==> src/rtl/riego_pkg.sv <==
// Shared definitions for the irrigation supply blocks.
// State encoding and default timing constants.
package riego_pkg;

  typedef enum logic [1:0] {
    IDLE  = 2'd0,
    GRANT = 2'd1,
    GUARD = 2'd2
  } estado_t;

  localparam int RIEGO_TICK_DIV = 25000;
  localparam int RIEGO_N_ZONAS  = 4;

endpackage

==> src/rtl/arbitro_valvulas_divisor_tick.sv <==
// Tick prescaler: one-cycle tick every TICK_DIV clocks.
// Synchronous clear restarts the period from zero.
module divisor_tick
  import riego_pkg::*;
#(
  parameter int TICK_DIV = RIEGO_TICK_DIV
) (
  input  logic clk,
  input  logic reset,
  input  logic clr,
  output logic tick
);

  localparam int W = (TICK_DIV > 1) ? $clog2(TICK_DIV) : 1;
  localparam logic [W-1:0] TERM = W'(TICK_DIV - 1);

  logic [W-1:0] cnt;

  assign tick = (cnt == TERM);

  // prescaler: wraps to zero on terminal count or clear
  always_ff @(posedge clk or posedge reset) begin
    if (reset) begin
      cnt <= '0;
    end else if (clr || tick) begin
      cnt <= '0;
    end else begin
      cnt <= cnt + W'(1);
    end
  end

endmodule

==> src/rtl/arbitro_valvulas.sv <==
// Round-robin arbiter for the shared treated-water valve.
// One zone granted at a time, watchdog plus settling guard.
module arbitro_valvulas
  import riego_pkg::*;
#(
  parameter int N_ZONAS     = RIEGO_N_ZONAS,
  parameter int TICK_DIV    = RIEGO_TICK_DIV,
  parameter int MAX_TICKS   = 10000,
  parameter int GUARD_TICKS = 100
) (
  input  logic                       clk,
  input  logic                       reset,
  input  logic [N_ZONAS-1:0]         req,
  input  logic [N_ZONAS-1:0]         done,
  output logic [N_ZONAS-1:0]         grant,
  output logic                       busy,
  output logic [$clog2(N_ZONAS)-1:0] zona_activa,
  output logic                       timeout_pulse
);

  localparam int ZW  = $clog2(N_ZONAS);
  localparam int TOP = (MAX_TICKS > GUARD_TICKS) ? MAX_TICKS : GUARD_TICKS;
  localparam int CW  = $clog2(TOP + 1);

  localparam logic [CW-1:0] CNT_MAX = '1;
  localparam logic [CW-1:0] LIM_WD  = CW'(MAX_TICKS);
  localparam logic [CW-1:0] LIM_GD  = CW'(GUARD_TICKS);

  estado_t           state;
  estado_t           state_n;
  logic [N_ZONAS-1:0] grant_n;
  logic [ZW-1:0]     zona_n;
  logic [ZW-1:0]     sel;
  logic              to_n;
  logic              clr;
  logic              tick;
  logic [CW-1:0]     cnt;
  logic [CW-1:0]     cnt_inc;

  // first requester strictly after ptr, wrapping without a modulo
  function automatic logic [ZW-1:0] rr_pick(
    input logic [N_ZONAS-1:0] r,
    input logic [ZW-1:0]      ptr
  );
    logic [ZW-1:0] res;
    logic [ZW-1:0] k;
    int            idx;
    res = ptr;
    for (int i = N_ZONAS; i >= 1; i--) begin
      idx = int'(ptr) + i;
      if (idx >= N_ZONAS) idx = idx - N_ZONAS;
      k = ZW'(idx);
      if (r[k]) res = k;
    end
    return res;
  endfunction

  divisor_tick #(
    .TICK_DIV(TICK_DIV)
  ) u_div (
    .clk  (clk),
    .reset(reset),
    .clr  (clr),
    .tick (tick)
  );

  assign cnt_inc = (tick && cnt != CNT_MAX) ? cnt + CW'(1) : cnt;
  assign busy    = (state != IDLE);
  assign sel     = rr_pick(req, zona_activa);

  // next state, grant vector and timer clear
  always_comb begin
    state_n = state;
    grant_n = grant;
    zona_n  = zona_activa;
    to_n    = 1'b0;
    clr     = 1'b0;
    unique case (state)
      IDLE: begin
        clr = 1'b1;
        if (|req) begin
          state_n      = GRANT;
          zona_n       = sel;
          grant_n      = '0;
          grant_n[sel] = 1'b1;
        end
      end
      GRANT: begin
        if (done[zona_activa] || !req[zona_activa]) begin
          state_n = GUARD;
          grant_n = '0;
          clr     = 1'b1;
        end else if (cnt_inc == LIM_WD) begin
          state_n = GUARD;
          grant_n = '0;
          to_n    = 1'b1;
          clr     = 1'b1;
        end
      end
      GUARD: begin
        grant_n = '0;
        if (cnt_inc == LIM_GD) begin
          state_n = IDLE;
          clr     = 1'b1;
        end
      end
      default: begin
        state_n = IDLE;
        grant_n = '0;
        clr     = 1'b1;
      end
    endcase
  end

  // registered state and outputs
  always_ff @(posedge clk or posedge reset) begin
    if (reset) begin
      state         <= IDLE;
      grant         <= '0;
      zona_activa   <= ZW'(N_ZONAS - 1);
      timeout_pulse <= 1'b0;
    end else begin
      state         <= state_n;
      grant         <= grant_n;
      zona_activa   <= zona_n;
      timeout_pulse <= to_n;
    end
  end

  // saturating tick counter, shared by watchdog and guard
  always_ff @(posedge clk or posedge reset) begin
    if (reset) begin
      cnt <= '0;
    end else if (clr) begin
      cnt <= '0;
    end else begin
      cnt <= cnt_inc;
    end
  end

endmodule

==> config.mk <==
export PLATFORM = sky130hd
export DESIGN_NAME = arbitro_valvulas
export DESIGN_NICKNAME = d
export VERILOG_FILES = /design/src/rtl/riego_pkg.sv /design/src/rtl/arbitro_valvulas_divisor_tick.sv /design/src/rtl/arbitro_valvulas.sv
export SDC_FILE = /design/constraint.sdc
export NUM_CORES = 1
export LEC_CHECK = 0
export CORE_UTILIZATION = 27
export DETAILED_ROUTE_END_ITERATION = 8
export PLACE_DENSITY = 0.43
export SETUP_SLACK_MARGIN = 0.5
export SLEW_MARGIN = 20
export SYNTH_ARGS = -nofsm -noshare
export SYNTH_HDL_FRONTEND = slang
export SYNTH_SLANG_ARGS = --single-unit
export TNS_END_PERCENT = 5
==> constraint.sdc <==
create_clock -name clk -period 4.73 [get_ports clk]
set_input_delay 0.473 -clock clk [delete_from_list [all_inputs] [get_ports clk]]
set_output_delay 0.473 -clock clk [all_outputs]
set_load 0.005 [all_outputs]
==> impl_metrics.json <==
{
  "place_ws_ns": 0.9804,
  "leakagePower_nw": 1.108,
  "cp-end-kind": "flip-flop",
  "antenna_found_initial": 0,
  "cts_made_buffers": 5,
  "async_flop_share_pct": 100.0,
  "drv_slew": 0,
  "final_nets": 294,
  "avgSynthCellArea_um2": 9.014,
  "worstPathArrival_ns": 3.89,
  "start_util_pct": 28.13,
  "syn_inst": 259,
  "drt_pass1_iterations": 4,
  "post-synth-top-area-fraction_pct": 38.59,
  "grt_overflow": 0,
  "final_cells": 385,
  "drt-initial-drc-count": 62,
  "max_freq_ghz": 0.2673,
  "cts_root_buf": "clkbuf_8",
  "cts_buffer_depth": 2,
  "die-area_um2": 9023,
  "yosysMostFrequentCell": "nor2_1",
  "ir_worst_vdd_v": 0.0002246,
  "yosys_warnings": 0,
  "grt_pass1_wl_um": 8983,
  "first_global_vias": 1843,
  "synth_top_area_cell": "dfrtp_1",
  "ys_types": 53,
  "clock_sinks": 38,
  "ant_nets": 0,
  "ys_ff_latch": 38,
  "min-delay-path-class": "flip-flop to flip-flop",
  "ys_top_cells_by_area": "dfrtp_1 39%, nor2_1 5.9%, xor2_1 5.6%",
  "wl_per_cell_um": 13.62,
  "startpoint_type": "flip-flop",
  "path_clk_slew_ns": 0.08,
  "finalClockSkew_ns": 0.006587,
  "rows": 33,
  "cp_num_buf_inv": 1,
  "place.gp.congestion": 0.8026,
  "relSlewSlack_pct": 56.81,
  "synth_flop_cell": "dfrtp_1",
  "track_usage_pct": 13.01,
  "cts_resized": 0,
  "cp.required_ns": 4.88,
  "cts_tree": "done",
  "synthTopCellsByCount": "37 x nor2_1, 36 x dfrtp_1, 22 x nand2_1",
  "avgViaCountPerCell": 4.844,
  "wl_um": 5244,
  "core_um2": 8299,
  "period_needed_ns": 3.741,
  "pwr_density_cell_nw_per_um2": 380.7,
  "cap_viol_max_count": 0,
  "num_io_pins": 18,
  "crit_family": "simple AND/OR/NAND/NOR gates",
  "route.detailed.drc": 0,
  "worstPathCellList": "or4b_1 -> or4_4 -> nor4_2 -> and3_1 -> o2111ai_2 -> o41ai_4 -> a221o_1 -> buf_4 -> nor3_1",
  "postCtsSetupBuffers": 0,
  "post-place-cells": 377,
  "die_w_um": 94.99,
  "fin_crit_sh_pct": 79.09,
  "synth-edff-count": 0,
  "setup_tns_ns": 0,
  "grt_max_degree": 39,
  "port_buffers": 17,
  "critPathMaxStageDelay_ns": 0.65,
  "clkLatencyLatePin_ns": 0.29,
  "syn-num-nets": 274,
  "slowest_stage": "or4_4",
  "n_fill_cell": 863,
  "chipHeight_um": 94.99,
  "vias": 1865,
  "setup_viol": 0,
  "crit_type": "flip-flop to flip-flop",
  "ys_seq_area_share_pct": 40.84,
  "setup_ws_ns": 0.9892,
  "status": "completed",
  "place_hpwl_um": 3786,
  "synthesis.area_um2": 2335,
  "antennaDiodeCount": 0,
  "htreeDepth": 2,
  "hold_buffers": 0,
  "finalHoldViolCount": 0,
  "syn_to_final_growth_pct": 16.24,
  "drive_above_1_share_pct": 8.929,
  "finish.utilization_pct": 32.70,
  "rsz0062_at_grt": "false",
  "worstMarginPinSlew_ns": 0.6420,
  "critPathMaxFanout": 29
}
-- report_power, final --
part	internal [mW]	switching (mW)
Sequential	0.372	0.0420
Combinational	0.169	0.215
Clock	0.118	0.117
-- stage by stage --
stage          instance area (um^2)  power, mW  hold WS (ns)
2_1_floorplan                  2335     0.6848        0.4889
3_3_place_gp                   2623     0.8103        0.4844
3_5_place_dp                   2623     0.8114        0.4844
4_1_cts                        2714      1.055        0.5090
5_1_grt                        2714      1.108        0.5212
6_report                       2714      1.033        0.4988
-- metal layers --
layer	global-route usage (%)	wire length, um
met5	0	0
met4	3.788	60
met3	2.415	127
met2	20.86	2450
met1	17.73	2605
-- sequential cells by signal, summed over array words and instances, names as in the netlist --
name           flops
u_div.cnt         15
timeout_pulse      1
state              2
cnt               14
grant              4
zona_activa        2
-- cell usage in the layout (no fill, tap or decap), drive strengths merged, types with 2 or more instances in the layout --
master / n
o41ai: 2
nor3: 14
dfstp: 2
clkbuf: 7
mux2: 5
inv: 18
xor2: 15
nor3b: 2
buf: 4
dfrtp: 36
a221o: 2
ha: 5
or4: 2
o21ai: 12
nor2: 38
o211ai: 2
a21oi: 4
nand2: 22
nand3: 14
nand4: 6
nand2b: 3
clkdlybuf4s50: 17
and4: 2
xnor2: 13
a2bb2oi: 2
and3: 6
nor4: 6
or3: 2
-- final cells by class --
class,count,area [um^2],share of cell area [%]
Multi-Input combinational cell,195,1270,46.80
Sequential cell,38,953.4,35.13
Timing Repair Buffer,21,200.2,7.377
Tap cell,105,131.4,4.841
Clock buffer,7,86.33,3.181
Inverter,18,67.56,2.490
Clock inverter,1,5.005,0.1844
-- final timing paths --
kind | endpoint | from | slack (ns) | depth (start not counted)
worst max register to register | u_div.cnt[14] | u_div.cnt[11] | 0.99 | 9
min in group asynchronous | u_div.cnt[9] | reset | 0.59 | 3
worst max-delay path | u_div.cnt[14] | u_div.cnt[11] | 0.99 | 9
max in group asynchronous | zona_activa[1] | reset | 3.77 | 3
worst min-delay path | grant[2] | grant[2] | 0.50 | 1
worst min register to register | grant[2] | grant[2] | 0.50 | 1
-- logic make-up after synthesis --
group	synth area share [%]
buffers and inverters	4.769
adder cells (fa/ha/maj)	2.680
AND/OR/NAND/NOR	27.76
XOR/XNOR	10.50
flip-flops	40.84
multiplexers	2.840
AO/OA/AOI/OAI	10.61
-- worst register-to-register path, cell delays in order, from the launching register on --
cell,delay [ns]
dfrtp_1,0.40
or4b_1,0.57
or4_4,0.65
nor4_2,0.40
and3_1,0.23
o2111ai_2,0.20
o41ai_4,0.50
a221o_1,0.22
buf_4,0.31
nor3_1,0.11
No activity file was read; power rests on OpenSTA's default activity.
